==> config.mk <==
export PLATFORM = sky130hd
export DESIGN_NAME = cosim_vec_fifo
export DESIGN_NICKNAME = d
export VERILOG_FILES = /design/src/rtl/cosim_vec_fifo.sv
export SDC_FILE = /design/constraint.sdc
export NUM_CORES = 1
export LEC_CHECK = 0
export BUFFER_PORTS_ARGS = -buffer_cell sky130_fd_sc_hd__buf_2
export CELL_PAD_IN_SITES_DETAIL_PLACEMENT = 2
export CELL_PAD_IN_SITES_GLOBAL_PLACEMENT = 2
export CORE_ASPECT_RATIO = 0.5
export CORE_MARGIN = 3
export CORE_UTILIZATION = 30
export DETAILED_ROUTE_END_ITERATION = 8
export PLACE_DENSITY_LB_ADDON = 0.1
export RECOVER_POWER = 50
export SLEW_MARGIN = 20
export SYNTH_ARGS = -nofsm -noshare
export SYNTH_HDL_FRONTEND = slang
export SYNTH_SLANG_ARGS = --single-unit
export TNS_END_PERCENT = 10
==> constraint.sdc <==
create_clock -name clk -period 5.7 [get_ports clk]
set_clock_uncertainty 0.15 [all_clocks]
set_input_delay 0.285 -clock clk [delete_from_list [all_inputs] [get_ports clk]]
set_output_delay 0.285 -clock clk [all_outputs]
set_load 0.01 [all_outputs]
==> src/rtl/cosim_vec_fifo.sv <==
// ============================================================
// Module  : cosim_vec_fifo -- synchronous expected-vector FIFO
// Revision: 1.0
// ============================================================
`default_nettype none

module cosim_vec_fifo #(
    parameter int WIDTH = 128,
    parameter int DEPTH = 4
) (
    input  logic             clk,
    input  logic             rst_n,
    input  logic             push,
    input  logic             pop,
    input  logic             flush,
    input  logic [WIDTH-1:0] push_data,
    output logic             full,
    output logic             empty,
    output logic [WIDTH-1:0] head
);

    localparam int c_PTR_W = (DEPTH > 1) ? $clog2(DEPTH) : 1;
    localparam int c_OCC_W = $clog2(DEPTH + 1);

    logic [WIDTH-1:0]   mem_q [DEPTH];
    logic [c_PTR_W-1:0] wr_ptr_q;
    logic [c_PTR_W-1:0] rd_ptr_q;
    logic [c_OCC_W-1:0] occ_q;
    logic               w_push;
    logic               w_pop;

    assign full   = (occ_q == c_OCC_W'(DEPTH));
    assign empty  = (occ_q == '0);
    assign head   = mem_q[rd_ptr_q];
    assign w_push = push && !full;
    assign w_pop  = pop && !empty;

    always_ff @(posedge clk) begin
        if (w_push) begin
            mem_q[wr_ptr_q] <= push_data;
        end
    end

    // Occupancy, not pointer equality, tells full from empty.
    always_ff @(posedge clk) begin
        if (!rst_n || flush) begin
            wr_ptr_q <= '0;
            rd_ptr_q <= '0;
            occ_q    <= '0;
        end else begin
            if (w_push) begin
                wr_ptr_q <= (wr_ptr_q == c_PTR_W'(DEPTH - 1)) ? '0 : wr_ptr_q + 1'b1;
            end
            if (w_pop) begin
                rd_ptr_q <= (rd_ptr_q == c_PTR_W'(DEPTH - 1)) ? '0 : rd_ptr_q + 1'b1;
            end
            if (w_push && !w_pop) begin
                occ_q <= occ_q + 1'b1;
            end else if (w_pop && !w_push) begin
                occ_q <= occ_q - 1'b1;
            end
        end
    end

endmodule

`default_nettype wire

==> results of run 1 <==
-- cell families after synthesis --
kind of cell | synth area share [%]
AND/OR/NAND/NOR | 0.610
flip-flops | 82.4
adder cells (fa/ha/maj) | 0.504
buffers and inverters | 0.835
multiplexers | 15.3
XOR/XNOR | 0.0928
AO/OA/AOI/OAI | 0.225
-- synthesized netlist by cell type, drive strengths merged (2+ instances only) --
master / number
clkbuf: 9
o21ai: 2
or3: 2
o31ai: 3
dfxtp: 9
a21oi: 2
ha: 6
nand2: 2
edfxtp: 512
nand4: 2
nor2: 3
buf: 20
inv: 4
xor2: 2
mux4: 128
and3: 4
-- registers in the layout, indices dropped and copies added (netlist names), named ones only --
register	flops
mem_q	512
occ_q	3
rd_ptr_q	2
wr_ptr_q	2
-- layout by cell type, fill, tap and decap left out --
| master | instances |
|---|---|
| edfxtp_1 | 512 |
| clkbuf_1 | 140 |
| dlygate4sd3_1 | 133 |
| buf_2 | 133 |
| mux4_2 | 128 |
| clkbuf_16 | 53 |
| clkinv_1 | 15 |
| dfxtp_1 | 7 |
| ha_1 | 6 |
| clkinv_2 | 5 |
| buf_12 | 5 |
| inv_1 | 4 |
| o31ai_1 | 3 |
| nor2_1 | 3 |
| buf_4 | 3 |
| and3_4 | 2 |
| and3_1 | 2 |
| xor2_1 | 2 |
| nand4_1 | 2 |
| nand2_1 | 2 |
| a21oi_1 | 2 |
| o21ai_0 | 2 |
| dfxtp_4 | 2 |
| bufinv_16 | 2 |
| or3b_1 | 1 |
| and2_0 | 1 |
| nor3_1 | 1 |
| nand2b_1 | 1 |
| nor2b_1 | 1 |
| or3_1 | 1 |
| mux2i_1 | 1 |
| nand3_1 | 1 |
| or3_2 | 1 |
| fa_1 | 1 |
-- layout make-up --
| class | count | area, um^2 | area share [%] |
|---|---|---|---|
| Multi-Input combinational cell | 164 | 3170 | 13.3 |
| Tap cell | 825 | 1030 | 4.32 |
| Clock buffer | 64 | 1370 | 5.72 |
| Clock inverter | 22 | 141 | 0.592 |
| Inverter | 4 | 15.0 | 0.0629 |
| Timing Repair Buffer | 403 | 2600 | 10.9 |
| Sequential cell | 521 | 15600 | 65.1 |
-- report_power, final --
part	switching, mW	leakage [nW]	internal, mW
clock network	1.35	0.737	1.77
logic	0.323	2.07	0.285
registers	0.0387	4.77	4.35
total	1.72	7.58	6.40
-- timing repair --
action | CTS | global route
hold buffers | 133 | 0
hold endpoints to repair | 519 | 0
gates resized for setup | 0 | 0
-- routing by layer --
metal  GRT usage [%]  vias up
met2            26.7      114
met3            2.39       57
li1                -     3959
met1            14.8     4792
met5               0        -
met4            2.90        0
-- critical path, stage by stage (launching register included) --
cell     delay (ns)
dfxtp_1        0.43
or3b_1         0.29
and3_1         1.81
buf_12         0.54
-- worst paths after layout --
check	start	to	slack, ns	cells after the start
setup / recovery	occ_q[0]	mem_q[2][34]	2.01	3
hold / removal	rd_ptr_q[0]	flip-flop	0.35	2
setup reg to reg	occ_q[0]	mem_q[2][34]	2.01	3
hold reg to reg	rd_ptr_q[0]	flip-flop	0.35	2
==> qor.tcl, run 1 <==
set qor(async_reset_ff_share_pct) 0
set qor(maxCapViolCount) 2
set qor(period_needed_ns) 3.69
set qor(place.gp.congestion) 0.643
set qor(cts.clk_slew.worst_paths_ns) 0.06
set qor(clockRootBuffer) {clkbuf_16}
set qor(num-fill-cells) 5944
set qor(via_count_of_the_first_global_routing_pass) 10600
set qor(cp_max_fo) 87
set qor(synth_area_leader_cell) {edfxtp_1}
set qor(die-area_um2) 66100
set qor(fmax_ghz) 0.271
set qor(whs_ns) 0.349
set qor(actual_slew_at_the_worst_max_slew_pin_ns) 2.37
set qor(vias_per_cell) 4.45
set qor(synthesis.nets) 858
set qor(core_um2) 61700
set qor(preCtsSetupSlack_ns) 2.71
set qor(synth-seq-cells) 521
set qor(nets) 1284
set qor(detail-route-antenna-nets) 0
set qor(synth_cells) 718
set qor(worstSkewPairLatency_ns) 0.56
set qor(yosys_most_used_dff) {edfxtp_1}
set qor(io_buffers) 262
set qor(power.ir.vdd_worst_mv) 0.189
set qor(dp.cells) 1784
set qor(die_h_um) 183
set qor(cts_num_sinks) 521
set qor(drt_wl_cell_um) 21.8
set qor(synth-edff-count) 512
set qor(syn_area_per_cell_um2) 26.3
set qor(setup_total_negative_slack_ns) 0
set qor(power.total_mw) 8.12
set qor(power.density_cell_area_nw_per_um2) 340
set qor(tritoncts.num_buffers) 50
set qor(final_cell_count_no_fill) 2003
set qor(outcome) {finished with violations}
set qor(die_w_um) 361
set qor(cts_max_path_buffers) 3
set qor(num_rows) 64
set qor(grt_start_max_net_pins) 129
set qor(grt_antenna_before_repair) 0
set qor(detailed_place_hpwl_um) 25000
set qor(kind_of_critical_path) {reg -> reg}
set qor(crit_required_ns) 5.75
set qor(cts_max_level) 2
set qor(stdcell_area_um2) 23900
set qor(final_core_utilization_pct) 38.7
set qor(detail_route.iter0.violations) 397
set qor(drt_first_pass_iters) 4
set qor(antenna_cells) 0
set qor(routed-wl-met3_um) 1270
set qor(layout_cells_sized_above_1_pct) 28.4
set qor(rsz0062_at_grt) {no}
set qor(ios) 263
set qor(yosys.area.top_type_share_pct) 81.5
set qor(route.detailed.drc) 0
set qor(power.leakage_nw) 7.58
set qor(fin_ws_ns) 2.01
set qor(wl_met1_um) 16100
set qor(synth_area_um2) 18900
set qor(grt_first_pass_wirelength_um) 66400
set qor(wl_um) 43700
set qor(worst_setup_path_start_kind) {flip-flop}
set qor(initial_cell_density_of_the_core_pct) 30.6
set qor(tritoncts) {done}
set qor(placement_cell_area_um2) 21200
set qor(report.final.slew_viol_count) 81
set qor(layout-area-overhead-vs-synth_pct) 26.6
set qor(worst_hold_path_type) {reg -> reg}
set qor(globalRouteOverflowTotal) 0
set qor(violations) {max-capacitance violations, max-slew violations}
set qor(critical_path.endpoint_type) {flip-flop}
set qor(total_track_usage_pct) 13.4
set qor(vias) 8922
set qor(finalSetupViolations) 0
set qor(synthDistinctLibCells) 28
set qor(layout_worst_path_cycle_share_pct) 64.7
set qor(report.final.hold_viol_count) 0
set qor(synth_warnings) 0
set qor(wl_met2_um) 25600
set qor(part_of_the_yosys_area_used_for_sequential_elements_pct) 82.4
set qor(slew-limit-headroom_pct) -57.8
set qor(yosys-top-cells-area) {edfxtp_1 (81%), mux4_2 (15%), dfxtp_1 (0.95%), buf_2 (0.40%), ha_1 (0.40%)}
set qor(postCtsSetupRepairBufs) 0
set qor(critical_path_arrival_ns) 3.73
set qor(highest-signal-layer) {met4}
No activity file was read; power rests on OpenSTA's default activity.
==> run 2: changes to the inputs <==
==> constraint.sdc (replaced) <==
create_clock -name clk -period 3.4 [get_ports clk]
set_clock_uncertainty 0.15 [all_clocks]
set_input_delay 0.17 -clock clk [delete_from_list [all_inputs] [get_ports clk]]
set_output_delay 0.17 -clock clk [all_outputs]
set_load 0.01 [all_outputs]
==> run 2 against run 1 <==
- the run still ends with max-capacitance violations, max-slew violations left
- largest cell class unchanged
- non-clock buffer count increased by 13
- utilization increased by 0.33 points
- highest routed layer unchanged
- final area increased by 0.86%
- hold slack got worse by 0.11 ns
- via count increased by 1.1%
- setup slack got worse by 1.6 ns
- die area unchanged
- power increased by 69%
- clock-buffer cell count increased by 1
- sequential power increased by 67%
==> qor.tcl, run 2 (synthesis gave the netlist of run 1 again) <==
set qor(ctsHoldBuffers) 136 ;# +2.3%
set qor(detail-route-antenna-nets) 0 ;# unchanged
set qor(postCtsSetupRepairBufs) 0 ;# unchanged
set qor(wl_met2_um) 24800 ;# -3.1%
set qor(place.gp.congestion) 0.667 ;# +3.8%
set qor(final_core_utilization_pct) 39.1 ;# +0.33 points
set qor(detailed_place_hpwl_um) 25800 ;# +3.6%
set qor(vias_per_cell) 4.46 ;# about the same
set qor(die_w_um) 361 ;# unchanged
set qor(wl_met1_um) 17100 ;# +5.9%
set qor(cpMaxStageDelayCell) {clkbuf_2}
set qor(cts.clk_slew.worst_paths_ns) 0.06 ;# about the same
set qor(power.total_mw) 13.7 ;# +69%
set qor(io_buffers) 262 ;# unchanged
set qor(crit_path_cell_trace) {or3b_1, and3_1, clkbuf_2}
set qor(cp_max_fo) 53 ;# -39%
set qor(layout_cells_sized_above_1_pct) 28.8 ;# +0.42 points
set qor(wl_um) 44000 ;# +0.58%
set qor(total_track_usage_pct) 13.5 ;# +0.11 points
set qor(grt_first_pass_wirelength_um) 66900 ;# +0.85%
set qor(cts_max_level) 2 ;# unchanged
set qor(cts_num_sinks) 521 ;# unchanged
set qor(via_count_of_the_first_global_routing_pass) 10700 ;# +0.68%
set qor(worst_setup_path_start_kind) {flip-flop}
set qor(power.ir.vdd_worst_mv) 0.334 ;# +77%
set qor(period_needed_ns) 2.98 ;# -0.706 ns
set qor(initial_cell_density_of_the_core_pct) 30.6 ;# unchanged
set qor(route.detailed.drc) 0 ;# unchanged
set qor(largest_registers) {mem_q: 512 flops, occ_q: 3 flops}
set qor(finalSetupViolations) 0 ;# unchanged
set qor(largest_register) {mem_q}
set qor(report.final.slew_viol_count) 156 ;# +93%
set qor(crit_required_ns) 3.41 ;# -2.34 ns
set qor(nets) 1297 ;# +1.0%
set qor(core_um2) 61700 ;# unchanged
set qor(slew-limit-headroom_pct) -17.2 ;# +41 points
set qor(rsz0062_at_grt) {no}
set qor(layout.cells.most_common) {edfxtp_1}
set qor(critical_path.endpoint_type) {flip-flop}
set qor(power.leakage_nw) 7.68 ;# +1.3%
set qor(outcome) {finished with violations}
set qor(vias) 9023 ;# +1.1%
set qor(power.density_cell_area_nw_per_um2) 569 ;# +68%
set qor(layout_worst_path_cycle_share_pct) 87.7 ;# +23 points
set qor(drt_wl_cell_um) 21.7 ;# -0.47%
set qor(cts_repair_resize_count) 0 ;# unchanged
set qor(layout-area-overhead-vs-synth_pct) 27.6
set qor(ios) 263 ;# unchanged
set qor(tritoncts.num_buffers) 50 ;# unchanged
set qor(die_h_um) 183 ;# unchanged
set qor(setup_total_negative_slack_ns) 0 ;# unchanged
set qor(routed-wl-met3_um) 1370 ;# +8.0%
set qor(maxCapViolCount) 3 ;# +1
set qor(globalRouteOverflowTotal) 0 ;# unchanged
set qor(grt_start_max_net_pins) 79 ;# -39%
set qor(highest-signal-layer) {met4}
set qor(clockRootBuffer) {clkbuf_16}
set qor(largest_register_ffs) 512 ;# unchanged
set qor(grt_antenna_before_repair) 0 ;# unchanged
set qor(stdcell_area_um2) 24100 ;# +0.86%
set qor(cts_max_path_buffers) 3 ;# unchanged
set qor(kind_of_critical_path) {reg -> reg}
set qor(placement_cell_area_um2) 21400 ;# +0.88%
set qor(detail_route.iter0.violations) 357 ;# -10%
set qor(worst_hold_path_type) {in -> reg}
set qor(critical_path_arrival_ns) 2.99 ;# -0.74 ns
set qor(worstSkewPairLatency_ns) 0.57 ;# about the same
set qor(violations) {max-capacitance violations, max-slew violations}
set qor(report.final.hold_viol_count) 0 ;# unchanged
set qor(final_cell_count_no_fill) 2024 ;# +1.0%
set qor(die-area_um2) 66100 ;# unchanged
set qor(actual_slew_at_the_worst_max_slew_pin_ns) 1.76 ;# -0.610 ns
set qor(num_rows) 64 ;# unchanged
set qor(drt_first_pass_iters) 4 ;# unchanged
set qor(antenna_cells) 0 ;# unchanged
set qor(tritoncts) {done}
set qor(dp.cells) 1794 ;# +0.56%
set qor(critical-path-max-stage-delay_ns) 1.31 ;# -0.50 ns
set qor(fmax_ghz) 0.335 ;# +24%
set qor(layout.cells.most_common_list) {edfxtp_1 (512), clkbuf_1 (143), dlygate4sd3_1 (136)}
-- run 2: stage by stage --
step	worst slack [ns]	hold WS, ns
floorplan	0.552	0.119
global placement	0.909	0.230
detailed placement	0.798	0.239
CTS	0.451	0.147
global route	0.204	0.228
finish	0.419	0.238
-- run 2: path summary, 6_finish.rpt --
check                start            to  slack (ns)  cells after the start
max               occ_q[0]  mem_q[0][54]        0.42                      3
min          push_data[99]  mem_q[1][99]        0.24                      2
max reg2reg       occ_q[0]  mem_q[0][54]        0.42                      3
min reg2reg    rd_ptr_q[0]     flip-flop        0.35                      2
-- run 2: where the power goes --
| group | switching (mW) | internal [mW] | leakage [nW] |
|---|---|---|---|
| Sequential | 0.0600 | 7.29 | 4.77 |
| Combinational | 0.542 | 0.492 | 2.16 |
| Clock | 2.35 | 2.98 | 0.749 |
-- run 2: cell type report --
cell class,count,area (um^2)
clock buffer,65,1370
clock inverter,29,176
fill,5905,37600
inverter,4,15.0
multi-input combinational,164,3160
sequential,521,15600
tap,825,1030
timing repair buffer,416,2770
-- run 2: critical path, delay by kind of cell (launching register included) --
| family | cells | cell delay [ns] |
|---|---|---|
| flip-flops | 1 | 0.44 |
| AND/OR/NAND/NOR | 2 | 0.61 |
| buffers and inverters | 1 | 1.31 |
-- run 2: routing by layer --
metal  vias up  track usage [%]
met5         -                0
met4         0             2.89
met3        58             2.61
met2       103             25.9
met1      4862             15.7
li1       4000                -
==> run 3: changes to the inputs <==
--- a/config.mk
+++ b/config.mk
@@ -12,6 +12,7 @@
 export CORE_MARGIN = 3
 export CORE_UTILIZATION = 30
 export DETAILED_ROUTE_END_ITERATION = 8
+export MAX_ROUTING_LAYER = met4
 export PLACE_DENSITY_LB_ADDON = 0.1
 export RECOVER_POWER = 50
 export SLEW_MARGIN = 20
==> run 3 against run 2 <==
- the run still ends with max-capacitance violations, max-slew violations left
- cell count unchanged
- non-clock buffer count unchanged
- critical path depth stayed put
- register-to-register slack barely moved
- global-route usage grew 0.43 points
- clock-buffer cell count is the same
- setup slack lost 0.0079 ns
- largest power group unchanged
- sequential cell count unchanged
- routed wire length rose by 0.14%
- critical path type unchanged
- sequential power about the same
- clock power about the same
==> qor.tcl, run 3 (synthesis gave the netlist of run 1 again) <==
set qor(drt_first_pass_iters) 4 ;# unchanged
set qor(hp-start) {push_data[99]}
set qor(cts_max_level) 2 ;# unchanged
set qor(final_core_utilization_pct) 39.1 ;# unchanged
set qor(cts_max_path_buffers) 3 ;# unchanged
set qor(whs_path_depth) 2 ;# unchanged
set qor(outcome) {finished with violations}
set qor(cts.clk_slew.worst_paths_ns) 0.06 ;# about the same
set qor(num-fill-cells) 5905 ;# unchanged
set qor(placement_cell_area_um2) 21400 ;# unchanged
set qor(ios) 263 ;# unchanged
set qor(number_of_cell_instances_on_the_worst_register_to_register_path) 3 ;# unchanged
set qor(total_track_usage_pct) 13.9 ;# +0.43 points
set qor(cts_repair_resize_count) 0 ;# unchanged
set qor(largest_register_ffs) 512 ;# unchanged
set qor(setup_total_negative_slack_ns) 0 ;# unchanged
set qor(drt_wl_cell_um) 21.7 ;# +0.14%
set qor(die_h_um) 183 ;# unchanged
set qor(grt_start_max_net_pins) 79 ;# unchanged
set qor(clockRootBuffer) {clkbuf_16}
set qor(preCtsSetupSlack_ns) 0.798 ;# unchanged
set qor(vias) 9028 ;# +0.055%
set qor(io_buffers) 262 ;# unchanged
set qor(report.final.hold_viol_count) 0 ;# unchanged
set qor(power.density_cell_area_nw_per_um2) 569 ;# about the same
set qor(wl_um) 44000 ;# +0.14%
set qor(critical_path.endpoint_type) {flip-flop}
set qor(vias_per_cell) 4.46 ;# about the same
set qor(worstSkewPairLatency_ns) 0.58 ;# about the same
set qor(crit_required_ns) 3.41 ;# about the same
set qor(via_count_of_the_first_global_routing_pass) 10700 ;# -0.13%
set qor(detail-route-antenna-nets) 0 ;# unchanged
set qor(critical_path_arrival_ns) 3.00 ;# about the same
set qor(whs_endpoint) {mem_q[1][99]}
set qor(kind_of_critical_path) {reg -> reg}
set qor(grt_first_pass_wirelength_um) 66900 ;# about the same
set qor(power.ir.vdd_worst_mv) 0.333 ;# about the same
set qor(cp_max_fo) 53 ;# unchanged
set qor(core_um2) 61700 ;# unchanged
set qor(detailed_place_hpwl_um) 25800 ;# unchanged
set qor(layout_worst_path_cycle_share_pct) 87.9 ;# +0.23 points
set qor(period_needed_ns) 2.99 ;# +0.00790 ns
set qor(layout_cells_sized_above_1_pct) 28.8 ;# unchanged
set qor(ff2ff_setup_slack_ns) 0.41 ;# about the same
set qor(r2r_start) {occ_q[0]}
set qor(dp.cells) 1794 ;# unchanged
set qor(largest_registers) {mem_q: 512 flops, occ_q: 3 flops}
set qor(grt_antenna_before_repair) 0 ;# unchanged
set qor(worst_flop_to_flop_path_endpoint) {mem_q[0][54]}
set qor(maxCapViolCount) 3 ;# unchanged
set qor(die_w_um) 361 ;# unchanged
set qor(power.leakage_nw) 7.68 ;# unchanged
set qor(cts_num_sinks) 521 ;# unchanged
set qor(layout-area-overhead-vs-synth_pct) 27.6 ;# unchanged
set qor(detail_route.iter0.violations) 362 ;# +1.4%
set qor(power.total_mw) 13.7 ;# about the same
set qor(slew-limit-headroom_pct) -17.8 ;# -0.66 points
set qor(finalSetupViolations) 0 ;# unchanged
set qor(whs_ns) 0.237 ;# -0.00130 ns
set qor(largest_register) {mem_q}
set qor(worst_hold_path_type) {in -> reg}
set qor(worst_setup_path_start_kind) {flip-flop}
set qor(num_rows) 64 ;# unchanged
set qor(route.detailed.drc) 0 ;# unchanged
set qor(violations) {max-capacitance violations, max-slew violations}
set qor(stdcell_area_um2) 24100 ;# unchanged
set qor(fmax_ghz) 0.335 ;# -0.26%
set qor(initial_cell_density_of_the_core_pct) 30.6 ;# unchanged
set qor(final_cell_count_no_fill) 2024 ;# unchanged
set qor(antenna_cells) 0 ;# unchanged
set qor(fin_ws_ns) 0.411 ;# -0.00790 ns
set qor(layout.cells.most_common_list) {edfxtp_1 (512), clkbuf_1 (143), dlygate4sd3_1 (136)}
set qor(tritoncts.num_buffers) 50 ;# unchanged
set qor(layout.cells.most_common) {edfxtp_1}
set qor(place.gp.congestion) 0.676 ;# +1.2%
set qor(globalRouteOverflowTotal) 0 ;# unchanged
set qor(report.final.slew_viol_count) 156 ;# unchanged
set qor(tritoncts) {done}
set qor(actual_slew_at_the_worst_max_slew_pin_ns) 1.77 ;# +0.00983 ns
set qor(nets) 1297 ;# unchanged
set qor(die-area_um2) 66100 ;# unchanged
set qor(rsz0062_at_grt) {no}
-- run 3: repair_timing --
action	4_1_cts	5_1_grt
endpoints found under the hold margin	521	0
hold buffers	136	0
buffers inserted	0	0
-- run 3: layer usage --
layer / vias up / wire (um) / track usage [%]
li1: 4001 / - / -
met1: 4858 / 17200 / 15.7
met2: 109 / 24800 / 25.9
met3: 60 / 1360 / 2.58
met4: 0 / 712 / 2.89
met5: - / 0 / -
-- run 3: cell type report --
type	count	area, um^2	area share, %
clock inverter	29	176	0.732
inverter	4	15.0	0.0623
sequential	521	15600	64.6
multi-input combinational	164	3160	13.1
timing repair buffer	416	2770	11.5
tap	825	1030	4.28
clock buffer	65	1370	5.69
-- run 3: how the worst max path moves through the flow --
stage          slack [ns]           end  cells after the start  startpoint
6_report             0.41  mem_q[0][54]                      3    occ_q[0]
5_1_grt              0.21  mem_q[3][99]                      3    occ_q[0]
4_1_cts              0.45      head[82]                      3   flip-flop
3_5_place_dp         0.80      occ_q[2]                      7    occ_q[0]
3_3_place_gp         0.91      occ_q[2]                      7    occ_q[0]
2_1_floorplan        0.55   mem_q[0][0]                      3    occ_q[0]
-- run 3: critical path: stages, from the launching register on --
cell and delay, ns:
dfxtp_1 0.44, or3b_1 0.31, and3_1 0.30, clkbuf_2 1.32
-- run 3: where the power goes --
part | total (mW) | internal (mW) | switching (mW)
combinational | 1.03 | 0.492 | 0.542
sequential | 7.35 | 7.29 | 0.0599
clock | 5.33 | 2.98 | 2.35
total | 13.7 | 10.8 | 2.95
